$ cat src/rtl/hazard_pkg.sv
// Shared encodings for the hazard controller: forwarding-mux selects and FSM states.
package hazard_pkg;

    localparam logic [1:0] FWD_RF  = 2'b00;
    localparam logic [1:0] FWD_WB  = 2'b01;
    localparam logic [1:0] FWD_MEM = 2'b10;

    typedef enum logic {
        ST_IDLE     = 1'b0,
        ST_MEM_WAIT = 1'b1
    } state_e;

endpackage

$ cat src/rtl/fwd_sel.sv
// Select for one E-stage operand-forwarding 3:1 mux; the M stage wins over W, and x0 never forwards.
module fwd_sel
    import hazard_pkg::*;
#(
    parameter int ADDR_W = 5
) (
    input  logic [ADDR_W-1:0] rs_i,
    input  logic [ADDR_W-1:0] rd_m_i,
    input  logic [ADDR_W-1:0] rd_w_i,
    input  logic              reg_write_m_i,
    input  logic              reg_write_w_i,
    output logic [1:0]        sel_o
);

    always_comb begin
        // NOTE: sel_o gets a default before any branch so no path leaves it unassigned (no latch).
        sel_o = FWD_RF;
        if (reg_write_m_i && (rd_m_i == rs_i) && (rd_m_i != '0)) begin
            sel_o = FWD_MEM;
        end else if (reg_write_w_i && (rd_w_i == rs_i) && (rd_w_i != '0)) begin
            sel_o = FWD_WB;
        end
    end

endmodule

$ cat src/rtl/hazard_ctrl.sv
// Hazard/sequencing controller: operand forwarding, load-use stall, branch flush, memory-wait FSM.
// Optional: define HAZARD_PERF_EN to add StallCycles/FlushCount performance counters.
module hazard_ctrl
    import hazard_pkg::*;
#(
    parameter int ADDR_W      = 5,
    parameter int TMO_W       = 8,
    parameter int MEM_TIMEOUT = 200
) (
    input  logic              clk,
    input  logic              reset,
    input  logic [ADDR_W-1:0] Rs1D,
    input  logic [ADDR_W-1:0] Rs2D,
    input  logic [ADDR_W-1:0] Rs1E,
    input  logic [ADDR_W-1:0] Rs2E,
    input  logic [ADDR_W-1:0] RdE,
    input  logic [ADDR_W-1:0] RdM,
    input  logic [ADDR_W-1:0] RdW,
    input  logic              RegWriteM,
    input  logic              RegWriteW,
    input  logic              LoadE,
    input  logic              PCSrcE,
    input  logic              MemReqM,
    input  logic              MemReadyM,
    output logic [1:0]        ForwardAE,
    output logic [1:0]        ForwardBE,
    output logic              StallF,
    output logic              StallD,
    output logic              StallE,
    output logic              StallM,
    output logic              FlushD,
    output logic              FlushE,
    output logic              FlushW,
    output logic              MemErr
`ifdef HAZARD_PERF_EN
    ,
    output logic [31:0]       StallCycles,
    output logic [31:0]       FlushCount
`endif
);

    localparam logic [TMO_W-1:0] TMO_MAX = TMO_W'(MEM_TIMEOUT);

    state_e           state_q, state_d;
    logic [TMO_W-1:0] tmo_cnt_q, tmo_cnt_d;
    logic             mem_err_q, mem_err_d;
    logic [1:0]       fwd_a, fwd_b;
    logic             lw_stall, mem_stall;

    fwd_sel #(.ADDR_W(ADDR_W)) u_fwd_a (
        .rs_i          (Rs1E),
        .rd_m_i        (RdM),
        .rd_w_i        (RdW),
        .reg_write_m_i (RegWriteM),
        .reg_write_w_i (RegWriteW),
        .sel_o         (fwd_a)
    );

    fwd_sel #(.ADDR_W(ADDR_W)) u_fwd_b (
        .rs_i          (Rs2E),
        .rd_m_i        (RdM),
        .rd_w_i        (RdW),
        .reg_write_m_i (RegWriteM),
        .reg_write_w_i (RegWriteW),
        .sel_o         (fwd_b)
    );

    assign lw_stall  = LoadE && (RdE != '0) && ((RdE == Rs1D) || (RdE == Rs2D));
    assign mem_stall = ((state_q == ST_IDLE) && MemReqM && !MemReadyM) ||
                       ((state_q == ST_MEM_WAIT) && !MemReadyM);

    // State register.
    always_ff @(posedge clk) begin
        // NOTE: sequential state uses non-blocking assignments so every flop samples pre-edge values.
        if (reset) begin
            state_q   <= ST_IDLE;
            tmo_cnt_q <= '0;
            mem_err_q <= 1'b0;
        end else begin
            state_q   <= state_d;
            tmo_cnt_q <= tmo_cnt_d;
            mem_err_q <= mem_err_d;
        end
    end

    // Next state; a dropped request also releases the wait so a lost access cannot hang the core.
    always_comb begin
        state_d   = state_q;
        tmo_cnt_d = '0;
        unique case (state_q)
            ST_IDLE: begin
                if (MemReqM && !MemReadyM) state_d = ST_MEM_WAIT;
            end
            ST_MEM_WAIT: begin
                tmo_cnt_d = (tmo_cnt_q == TMO_MAX) ? tmo_cnt_q : tmo_cnt_q + 1'b1;
                if (MemReadyM || !MemReqM) state_d = ST_IDLE;
            end
            default: state_d = ST_IDLE;
        endcase
        mem_err_d = mem_err_q || ((state_q == ST_MEM_WAIT) && (tmo_cnt_d == TMO_MAX));
    end

    // Outputs; a memory wait freezes E, so load-use and branch effects are deferred until it clears.
    always_comb begin
        ForwardAE = fwd_a;
        ForwardBE = fwd_b;
        StallF    = lw_stall;
        StallD    = lw_stall;
        StallE    = 1'b0;
        StallM    = 1'b0;
        FlushD    = PCSrcE;
        FlushE    = lw_stall || PCSrcE;
        FlushW    = 1'b0;
        if (reset) begin
            ForwardAE = FWD_RF;
            ForwardBE = FWD_RF;
            StallF    = 1'b0;
            StallD    = 1'b0;
            FlushD    = 1'b1;
            FlushE    = 1'b1;
            FlushW    = 1'b1;
        end else if (mem_stall) begin
            StallF = 1'b1;
            StallD = 1'b1;
            StallE = 1'b1;
            StallM = 1'b1;
            FlushD = 1'b0;
            FlushE = 1'b0;
            FlushW = 1'b1;
        end
    end

    assign MemErr = mem_err_q;

`ifdef HAZARD_PERF_EN
    logic [31:0] stall_cycles_q, flush_count_q;

    always_ff @(posedge clk) begin
        if (reset) begin
            stall_cycles_q <= '0;
            flush_count_q  <= '0;
        end else begin
            if (lw_stall || mem_stall) stall_cycles_q <= stall_cycles_q + 32'd1;
            if (FlushE)                flush_count_q  <= flush_count_q + 32'd1;
        end
    end

    assign StallCycles = stall_cycles_q;
    assign FlushCount  = flush_count_q;
`endif

endmodule

$ cat config.mk
export PLATFORM = sky130hd
export DESIGN_NAME = hazard_ctrl
export DESIGN_NICKNAME = d
export VERILOG_FILES = /design/src/rtl/hazard_pkg.sv /design/src/rtl/fwd_sel.sv /design/src/rtl/hazard_ctrl.sv
export SDC_FILE = /design/constraint.sdc
export NUM_CORES = 1
export LEC_CHECK = 0
export CAP_MARGIN = 20
export CORE_MARGIN = 2
export CORE_UTILIZATION = 40
export CTS_BUF_LIST = sky130_fd_sc_hd__clkbuf_16
export CTS_CLUSTER_SIZE = 12
export DETAILED_ROUTE_END_ITERATION = 8
export HOLD_SLACK_MARGIN = 0.03
export PLACE_DENSITY = 0.78
export SETUP_SLACK_MARGIN = 0.02
export SYNTH_ARGS = -nofsm -noshare
export SYNTH_HDL_FRONTEND = slang
export SYNTH_HIERARCHICAL = 1
export SYNTH_SLANG_ARGS = --single-unit
$ cat constraint.sdc
create_clock -name clk -period 2.55 [get_ports clk]
set_input_delay 0.765 -clock clk [delete_from_list [all_inputs] [get_ports clk]]
set_output_delay 0.765 -clock clk [all_outputs]
set_load 0.03 [all_outputs]
==> results of run 1 <==
cells in the mapped netlist (all sizes together), types with 2 or more instances:
library cell	instances	area, um^2
a211oi	2	25.0
nand3	7	35.0
ha	2	25.0
xor2	17	149
dfxtp	10	200
nor2	12	45.0
nor2b	4	25.0
o21ai	2	10.0
o31ai	2	15.0
nand2	8	30.0
a21oi	3	15.0
o41ai	2	32.5
xnor2	14	123
buf	4	25.0
inv	5	18.8
nor3	13	75.1
mux2i	3	30.0
nor4	3	33.8
routing by layer:
layer	part of all wire, %	routed length, um	global-route usage (%)
met1	37	1430	25.7
met2	53	2040	46.6
met5	0	0	0
met4	4.1	158	13.6
met3	5.1	196	4.65
flip-flops by register name (all words and copies together), names as in the netlist:
| name | cells |
|---|---|
| tmo_cnt_q | 8 |
| MemErr | 1 |
| state_q | 1 |
layout make-up:
class	instances	share of cell area, %
well taps	30	1.90
flip-flops and latches	10	10.1
multi-input cells	111	52.2
clock buffers	3	3.80
inverters	5	1.08
repair buffers	65	30.9
per-stage QoR:
step | TNS [ns] | util [%] | area, um^2
4_1_cts | -0.371 | 77.1 | 1930
6_report | -0.508 | 79.1 | 1980
5_1_grt | -0.810 | 79.1 | 1980
3_5_place_dp | -4.74 | 68.0 | 1700
2_1_floorplan | -0.0929 | - | 1090
3_3_place_gp | -4.32 | 68.0 | 1700
logic make-up after synthesis:
family | synth area share [%]
flops | 18.8
compound gates | 17.3
buf+inv | 4.46
xor+xnor | 25.5
fa+ha+maj | 2.35
simple gates | 28.9
mux | 2.82
power by group through the flow:
| stage | Combinational (mW) | Sequential (mW) | Clock (mW) |
|---|---|---|---|
| 4_1_cts | 0.225 | 0.160 | 0.273 |
| 2_1_floorplan | 0.0830 | 0.162 | 0 |
| 3_5_place_dp | 0.203 | 0.162 | 0 |
| 6_report | 0.243 | 0.160 | 0.270 |
| 3_3_place_gp | 0.197 | 0.162 | 0 |
| 5_1_grt | 0.256 | 0.160 | 0.280 |
what timing repair did:
| action | CTS | global route |
|---|---|---|
| pin swaps | 43 | 16 |
| setup endpoints to repair | 10 | 10 |
| endpoints found under the hold margin | 0 | 0 |
| hold buffers | 0 | 0 |
| buffers inserted | 0 | 1 |
| resized for setup | 196 | 19 |
worst paths after layout:
check / end / from / cells past startpoint
setup / recovery: FlushE / RdE[4] / 5
hold / removal: MemErr$_SDFF_PP0_ / MemErr$_SDFF_PP0_ / 2
setup reg to reg: MemErr$_SDFF_PP0_ / tmo_cnt_q[0]$_SDFF_PP0_ / 6
hold reg to reg: MemErr$_SDFF_PP0_ / MemErr$_SDFF_PP0_ / 2
worst max-delay path, cell delays in order:
cell     delay, ns
buf_8         0.10
or4_4         0.55
o21ai_4       0.21
o31ai_2       0.08
buf_4         0.17
==> out/summary.txt, run 1 <==
switch share: 27.7%
Worst Path Arrival: 1.88 ns
library cells used by synthesis: 39
Worst Skew: 0.00167 ns
Net Count, Synth: 176
root buffer cell: clkbuf_16
largest net degree at the start of global routing: 13
dominant synthesized flop cell: dfxtp_1
clk_lat worst skew: 0.24 ns
Routability Congestion: 0.891
P_int: 0.487 mW
commonest cells after routing, fill and taps aside: buf_6 (23), xor2_1 (15), buf_2 (11)
pre-CTS setup slack: -0.620 ns
worst-path fanout max: 3
DR DRC count: 0
pwr dens: 340 nW/um^2
Net count, final: 241
most common cell after layout, fill and taps aside: buf_6
clock share of power: 40.2%
grt ovf: 0
failing checks: negative setup slack
flops & latches, synth: 10
R2R Setup Slk: 0.82 ns
Worst setup EP type: output port
Least-Margin Pin Slew: 0.483 ns
worst rel slew slack: 67.5%
fraction of layout cells with a size suffix above 1: 51.0%
RSZ-0062 raised after global routing: true
CTS Buf Count: 3
Seq/Total Area, Yosys: 18.8%
Seq. cell area: 200 um^2
Die ar.: 3090 um^2
PnR worst setup slack: -0.0999 ns
placed insts: 221
Via density: 5.59
initial antenna violation count: 0
async set-reset flop share out of synthesis: 0%
warnings from Yosys: 6
critical path class: input pin to output port
status: finished with violations
Final min period: 2.65 ns
mapped cell area: 1070 um^2
Die Wd: 55.6 um
Req. time, crit path: 1.79 ns
Power, Total: 0.673 mW
CTS Sinks: 10
Post-Syn Instances: 131
WL final: 3820 um
Combinational Power Share: 36.0%
Routed Antenna Nets: 0
final hold vios: 0
total of fill cells in the finished design: 160
final setup fails: 6
Hold Path Class: flip-flop to flip-flop
Worst VDD drop: 0.429 mV
H-tree Lvls: 1
I/O pin cnt: 55
Hold WS: 0.486 ns
area growth from synthesis to layout: 85.4%
CTS tree: done
Max Buffers Root-to-Sink: 2
Initial Util: 42.6%
HPWL after DPL: 2710 um
register share of total power: 23.8%
Psw: 0.186 mW
Worst setup SP type: input pin
Std-Cell Rows: 18
PortBufs: 54
Detailed Route Iter0 Violations: 56
Pleak: 0.792 nW
Core Region: 2500 um^2
# diodes: 0
Final Instance Count excl. Fillers: 224
Fmax: 377 MHz
max-cap violations: 0
area of the multi-input gates: 1030 um^2
global-route wire length before repair: 6130 um
Wirelength per Cell: 17.0 um
first-pass iteration count of the detailed router: 4
Slew Limit Fails: 0
Total GRT Usage: 24.9%
Post-synth EDFFs: 0
Clk pin slew, worst setup/hold paths: 0.04 ns
Die Ht: 55.6 um
Vias: 1253
Mapped Avg Cell Area: 8.14 um^2
vias in the first global route: 1369
Final period util: 104%
(Power assumes the default switching activity.)
==> run 2: changes to the inputs <==
--- a/config.mk
+++ b/config.mk
@@ -7,12 +7,13 @@
 export LEC_CHECK = 0
 export CAP_MARGIN = 20
 export CORE_MARGIN = 2
-export CORE_UTILIZATION = 40
+export CORE_UTILIZATION = 60
 export CTS_BUF_LIST = sky130_fd_sc_hd__clkbuf_16
 export CTS_CLUSTER_SIZE = 12
 export DETAILED_ROUTE_END_ITERATION = 8
+export DONT_BUFFER_PORTS = 1
 export HOLD_SLACK_MARGIN = 0.03
-export PLACE_DENSITY = 0.78
+export PLACE_DENSITY = 0.73
 export SETUP_SLACK_MARGIN = 0.02
 export SYNTH_ARGS = -nofsm -noshare
 export SYNTH_HDL_FRONTEND = slang
==> run 2 against run 1 <==
Effect of this change:
- the run now ends clean
- non-clock buffer count decreased by 57
- hold slack improved by 0.073 ns
- total power decreased by 21%
- cell count decreased by 31%
- die area decreased by 31%
- worst setup slack improved by 0.15 ns
- first-iteration DRC count decreased by 64%
- final area decreased by 35%
- global-route usage increased by 0.10 points
- sequential share of layout area increased by 5.5 points
- clock-buffer cell count unchanged
==> out/summary.txt, run 2 (same netlist as run 1, synthesis figures left out) <==
Worst VDD drop: 0.302 mV (was 0.429 mV)
root buffer cell: clkbuf_16 (unchanged)
vias in the first global route: 972 (was 1369)
slowest CP cell: nor3_1 (was or4_4)
fraction of layout cells with a size suffix above 1: 21.9% (was 51.0%)
sum of routed wire segments on met1: 913 um (was 1430 um)
CTS Buf Count: 3 (unchanged)
Max Buffers Root-to-Sink: 2 (unchanged)
Final period util: 98.0% (was 104%)
Reg2Reg Depth: 6 (unchanged)
HPWL after DPL: 1980 um (was 2710 um)
PnR worst setup slack: 0.0507 ns (was -0.0999 ns)
final setup fails: 0 (was 6)
Pleak: 0.455 nW (was 0.792 nW)
total of fill cells in the finished design: 127 (was 160)
CP max stage delay: 0.21 ns (was 0.55 ns)
crit path from: Rs2E[0] (was RdE[4])
worst rel slew slack: 67.5% (about the same)
Biggest register: tmo_cnt_q (unchanged)
Via density: 6.29 (was 5.59)
hold-fix buffer count after cts: 0 (unchanged)
Slew Limit Fails: 0 (unchanged)
Clk pin slew, worst setup/hold paths: 0.04 ns (about the same)
pwr dens: 416 nW/um^2 (was 340 nW/um^2)
status: completed (was finished with violations)
WP depth: 6 (was 5)
Hold Path Class: flip-flop to flip-flop (unchanged)
Fmax: 400 MHz (was 377 MHz)
CP Capture Point: ForwardBE[0] (was FlushE)
post-CTS setup buffers: 0 (unchanged)
max-cap violations: 0 (unchanged)
H-tree Lvls: 1 (unchanged)
most common cell after layout, fill and taps aside: xor2_1 (was buf_6)
Worst Skew: 0.00243 ns (was 0.00167 ns)
worst-path fanout max: 2 (was 3)
Net count, final: 184 (was 241)
WL final: 2520 um (was 3820 um)
Wirelength per Cell: 16.4 um (was 17.0 um)
crit-path cells: xor2_1 -> nor3_1 -> nand3_1 -> nor3_2 -> nor2b_2 -> buf_4 (was buf_8 -> or4_4 -> o21ai_4 -> o31ai_2 -> buf_4)
Initial Util: 63.1% (was 42.6%)
FF-to-FF Start: tmo_cnt_q[0]$_SDFF_PP0_ (unchanged)
Routed Antenna Nets: 0 (unchanged)
commonest cells after routing, fill and taps aside: xor2_1 (17), xnor2_1 (14), nor2_1 (12) (was buf_6 (23), xor2_1 (15), buf_2 (11))
I/O pin cnt: 55 (unchanged)
Final min period: 2.50 ns (was 2.65 ns)
Least-Margin Pin Slew: 0.484 ns (was 0.483 ns)
CTS tree: done (unchanged)
Die Ht: 46.2 um (was 55.6 um)
Die ar.: 2130 um^2 (was 3090 um^2)
RSZ-0062 raised after global routing: true (unchanged)
grt ovf: 0 (unchanged)
Detailed Route Iter0 Violations: 20 (was 56)
Worst Path Arrival: 1.73 ns (was 1.88 ns)
Worst setup SP type: input pin (unchanged)
critical path class: input pin to output port (unchanged)
Top Metal Used: met4 (unchanged)
routed wl met3: 211 um (was 196 um)
TNS Setup: 0 ns (was -0.508 ns)
Total GRT Usage: 25.0% (was 24.9%)
Core Region: 1690 um^2 (was 2500 um^2)
Die Wd: 46.2 um (was 55.6 um)
WL met2: 1370 um (was 2040 um)
PortBufs: 0 (was 54)
pre-CTS setup slack: 0.0155 ns (was -0.620 ns)
Req. time, crit path: 1.79 ns (about the same)
CTS Sinks: 10 (unchanged)
max reg flops: 8 (unchanged)
first-pass iteration count of the detailed router: 4 (unchanged)
clk_lat worst skew: 0.23 ns (was 0.24 ns)
R2R Setup Slk: 0.86 ns (was 0.82 ns)
initial antenna violation count: 0 (unchanged)
final hold vios: 0 (unchanged)
Routability Congestion: 0.797 (was 0.891)
area growth from synthesis to layout: 20.3% (was 85.4%)
Worst setup EP type: output port (unchanged)
WP buf/inv: 1 (was 2)
# diodes: 0 (unchanged)
largest net degree at the start of global routing: 14 (was 13)
global-route wire length before repair: 3880 um (was 6130 um)
Vias: 968 (was 1253)
Std-Cell Rows: 15 (was 18)
DR DRC count: 0 (unchanged)
critical path's top delay family: simple AND/OR/NAND/NOR gates (unchanged)
R2R Path End: MemErr$_SDFF_PP0_ (unchanged)
[run 2: cell count changes in the layout (fill, tap and decap cells not counted), moves of 4 or more]
cell | previous run | this run
xnor2_2 | 5 | 0
buf_2 | 11 | 0
xnor2_1 | 8 | 14
clkdlybuf4s15_1 | 4 | 0
buf_6 | 23 | 0
dlygate4sd2_1 | 5 | 0
[run 2: worst register-to-register path, stage by stage, from the launching register on]
cell and delay [ns]:
dfxtp_1 0.34, inv_1 0.12, ha_1 0.17, nand4_2 0.13, a2111o_1 0.43, o311a_1 0.14
o32ai_2 0.26
[run 2: layout make-up]
cell class,instances,area (um^2),share of cell area [%]
Timing Repair Buffer,8,72.6,5.66
Clock buffer,3,75.1,5.85
Inverter,5,18.8,1.46
Tap cell,17,21.3,1.66
Multi-Input combinational cell,111,895,69.8
Sequential cell,10,200,15.6
[run 2: worst min path at each step]
stage	from	to	slack, ns	depth (start not counted)
floorplan	state_q$_SDFF_PP0_	tmo_cnt_q[3]$_SDFF_PP0_	0.52	2
global placement	tmo_cnt_q[7]$_SDFF_PP0_	tmo_cnt_q[7]$_SDFF_PP0_	0.55	2
detailed placement	tmo_cnt_q[7]$_SDFF_PP0_	tmo_cnt_q[7]$_SDFF_PP0_	0.56	2
CTS	state_q$_SDFF_PP0_	tmo_cnt_q[3]$_SDFF_PP0_	0.56	2
global route	MemReadyM	state_q$_SDFF_PP0_	0.60	1
finish	state_q$_SDFF_PP0_	tmo_cnt_q[3]$_SDFF_PP0_	0.56	2
[run 2: per-stage QoR]
step,instance area [um^2],hold slack (ns),power [mW],util (%),std cells
floorplan,1090,0.521,0.245,-,131
global placement,1160,0.553,0.254,68.6,151
detailed placement,1160,0.564,0.258,68.6,151
CTS,1240,0.562,0.528,73.7,154
global route,1280,0.605,0.552,75.9,154
finish,1280,0.558,0.533,75.9,154
[run 2: what timing repair did]
item                       CTS  global route
pin swaps                    1             4
setup endpoints to repair    2             5
gates cloned                 0             0
resized for setup            2             5
[run 2: power by group]
| group | leakage, nW | internal (mW) | switching [mW] |
|---|---|---|---|
| registers | 0.0807 | 0.158 | 0.00130 |
| logic | 0.337 | 0.0505 | 0.0539 |
| clock network | 0.0370 | 0.203 | 0.0664 |
[run 2: per-layer routing]
layer / global-route usage, % / vias up
met1: 25.7 / 440
met2: 47.8 / 46
met3: 8.24 / 4
met5: 0 / -
li1: - / 478
met4: 5.71 / 0
==> run 3: changes to the inputs <==
--- a/config.mk
+++ b/config.mk
@@ -7,13 +7,13 @@
 export LEC_CHECK = 0
 export CAP_MARGIN = 20
 export CORE_MARGIN = 2
-export CORE_UTILIZATION = 60
+export CORE_UTILIZATION = 45
 export CTS_BUF_LIST = sky130_fd_sc_hd__clkbuf_16
 export CTS_CLUSTER_SIZE = 12
 export DETAILED_ROUTE_END_ITERATION = 8
 export DONT_BUFFER_PORTS = 1
 export HOLD_SLACK_MARGIN = 0.03
-export PLACE_DENSITY = 0.73
+export PLACE_DENSITY = 0.57
 export SETUP_SLACK_MARGIN = 0.02
 export SYNTH_ARGS = -nofsm -noshare
 export SYNTH_HDL_FRONTEND = slang
==> run 3 against run 2 <==
Effect of this change:
- total power up 0.43%
- maximum frequency up 0.11%
- non-clock buffer count unchanged
- cell count up 7.1%
- global-route usage down 6.0 points
- routed wire length down 2.3%
- sequential share of layout area down 0.076 points
- critical path depth down 2
- final area up 0.49%
- sequential power about the same
- largest cell class unchanged
==> out/summary.txt, run 3 (same netlist as run 1, synthesis figures left out) <==
clk_lat worst skew: 0.24 ns (was 0.23 ns)
critical path class: input pin to output port (unchanged)
Pleak: 0.452 nW (was 0.455 nW)
crit path from: RdE[1] (was Rs2E[0])
R2R Setup Slk: 0.88 ns (was 0.86 ns)
CTS Sinks: 10 (unchanged)
max-cap violations: 0 (unchanged)
fraction of layout cells with a size suffix above 1: 21.9% (unchanged)
WL final: 2460 um (was 2520 um)
area growth from synthesis to layout: 20.9% (was 20.3%)
post-layout util: 57.7% (was 75.9%)
status: completed (unchanged)
Worst setup EP type: output port (unchanged)
Hold Path Class: flip-flop to flip-flop (unchanged)
Wirelength per Cell: 14.9 um (was 16.4 um)
global-route wire length before repair: 3840 um (was 3880 um)
Final min period: 2.50 ns (about the same)
commonest cells after routing, fill and taps aside: xor2_1 (17), xnor2_1 (14), nor2_1 (12) (unchanged)
Req. time, crit path: 1.79 ns (about the same)
Routability Congestion: 0.725 (was 0.797)
Routed Antenna Nets: 0 (unchanged)
pwr dens: 416 nW/um^2 (about the same)
# diodes: 0 (unchanged)
worst-path fanout max: 3 (was 2)
Worst Path Arrival: 1.73 ns (about the same)
Clk pin slew, worst setup/hold paths: 0.04 ns (about the same)
Vias: 962 (was 968)
Via density: 5.83 (was 6.29)
Final period util: 97.9% (was 98.0%)
RSZ-0062 raised after global routing: true (unchanged)
H-tree Lvls: 1 (unchanged)
pre-CTS setup slack: -0.00516 ns (was 0.0155 ns)
Reg2Reg Depth: 6 (unchanged)
root buffer cell: clkbuf_16 (unchanged)
initial antenna violation count: 0 (unchanged)
R2R Path End: MemErr$_SDFF_PP0_ (unchanged)
final setup fails: 0 (unchanged)
Std-Cell Rows: 17 (was 15)
Power, Total: 0.536 mW (was 0.533 mW)
DR DRC count: 0 (unchanged)
I/O pin cnt: 55 (unchanged)
max reg flops: 8 (unchanged)
Die Wd: 52.7 um (was 46.2 um)
Fmax: 401 MHz (was 400 MHz)
FF-to-FF Start: tmo_cnt_q[0]$_SDFF_PP0_ (unchanged)
area of the multi-input gates: 883 um^2 (was 895 um^2)
PnR worst setup slack: 0.0534 ns (was 0.0507 ns)
Worst VDD drop: 0.313 mV (was 0.302 mV)
Die Ht: 52.7 um (was 46.2 um)
Core Region: 2230 um^2 (was 1690 um^2)
Initial Util: 47.7% (was 63.1%)
largest net degree at the start of global routing: 14 (unchanged)
final hold vios: 0 (unchanged)
first-pass iteration count of the detailed router: 4 (unchanged)
Die ar.: 2770 um^2 (was 2130 um^2)
grt ovf: 0 (unchanged)
most common cell after layout, fill and taps aside: xor2_1 (unchanged)
Worst Skew: 0.00150 ns (was 0.00243 ns)
PortBufs: 0 (unchanged)
CP Capture Point: StallD (was ForwardBE[0])
CTS Buf Count: 3 (unchanged)
total of fill cells in the finished design: 206 (was 127)
Worst setup SP type: input pin (unchanged)
Slew Limit Fails: 0 (unchanged)
Total GRT Usage: 18.9% (was 25.0%)
CTS tree: done (unchanged)
Net count, final: 184 (unchanged)
post-CTS setup buffers: 0 (unchanged)
worst rel slew slack: 68.4% (was 67.5%)
HPWL after DPL: 1960 um (was 1980 um)
vias in the first global route: 947 (was 972)
Detailed Route Iter0 Violations: 12 (was 20)
Max Buffers Root-to-Sink: 2 (unchanged)
Seq. cell area: 200 um^2 (unchanged)
Least-Margin Pin Slew: 0.470 ns (was 0.484 ns)
Biggest register: tmo_cnt_q (unchanged)
## run 3: repair_timing
item,4_1_cts,5_1_grt
endpoints found under the setup margin,3,5
gates resized for setup,2,5
hold buffers,0,0
cloned,0,0
pin swaps,1,6
## run 3: worst min path at each step
| stage | startpoint | to | depth (start not counted) |
|---|---|---|---|
| after floorplan | state_q$_SDFF_PP0_ | tmo_cnt_q[3]$_SDFF_PP0_ | 2 |
| after global placement | tmo_cnt_q[7]$_SDFF_PP0_ | tmo_cnt_q[7]$_SDFF_PP0_ | 2 |
| after detailed placement | tmo_cnt_q[7]$_SDFF_PP0_ | tmo_cnt_q[7]$_SDFF_PP0_ | 2 |
| after CTS | state_q$_SDFF_PP0_ | tmo_cnt_q[3]$_SDFF_PP0_ | 2 |
| after global routing | reset | state_q$_SDFF_PP0_ | 1 |
| final | tmo_cnt_q[7]$_SDFF_PP0_ | tmo_cnt_q[7]$_SDFF_PP0_ | 2 |
## run 3: routing by layer
| metal | routed length (um) | GRT usage (%) |
|---|---|---|
| met1 | 1000 | 20.7 |
| met2 | 1240 | 33.8 |
| met3 | 163 | 3.43 |
| met4 | 51 | 10.7 |
| met5 | 0 | 0 |
## run 3: cell type report
type | count | area share [%]
multi-input cells | 111 | 68.5
flip-flops and latches | 10 | 15.5
repair buffers | 8 | 5.92
clock buffers | 3 | 5.83
well taps | 28 | 2.72
inverters | 5 | 1.46
## run 3: report_power, final
group | total, mW | switching (mW) | internal [mW]
clock network | 0.274 | 0.0709 | 0.203
registers | 0.160 | 0.00147 | 0.158
logic | 0.102 | 0.0519 | 0.0498
total | 0.536 | 0.124 | 0.411
## run 3: worst max-delay path, cell delays in order
cell	delay [ns]
or4_4	0.53
o21ai_4	0.18
o31ai_4	0.09
buf_12	0.16
## run 3: per-stage QoR
stage	TNS, ns	hold WS [ns]	instances	instance area [um^2]
after floorplan	-0.0929	0.521	131	1090
after global routing	0	0.599	165	1290
after CTS	0	0.578	165	1260
final	0	0.573	165	1290
after detailed placement	-0.0103	0.562	162	1170
after global placement	0	0.560	162	1170
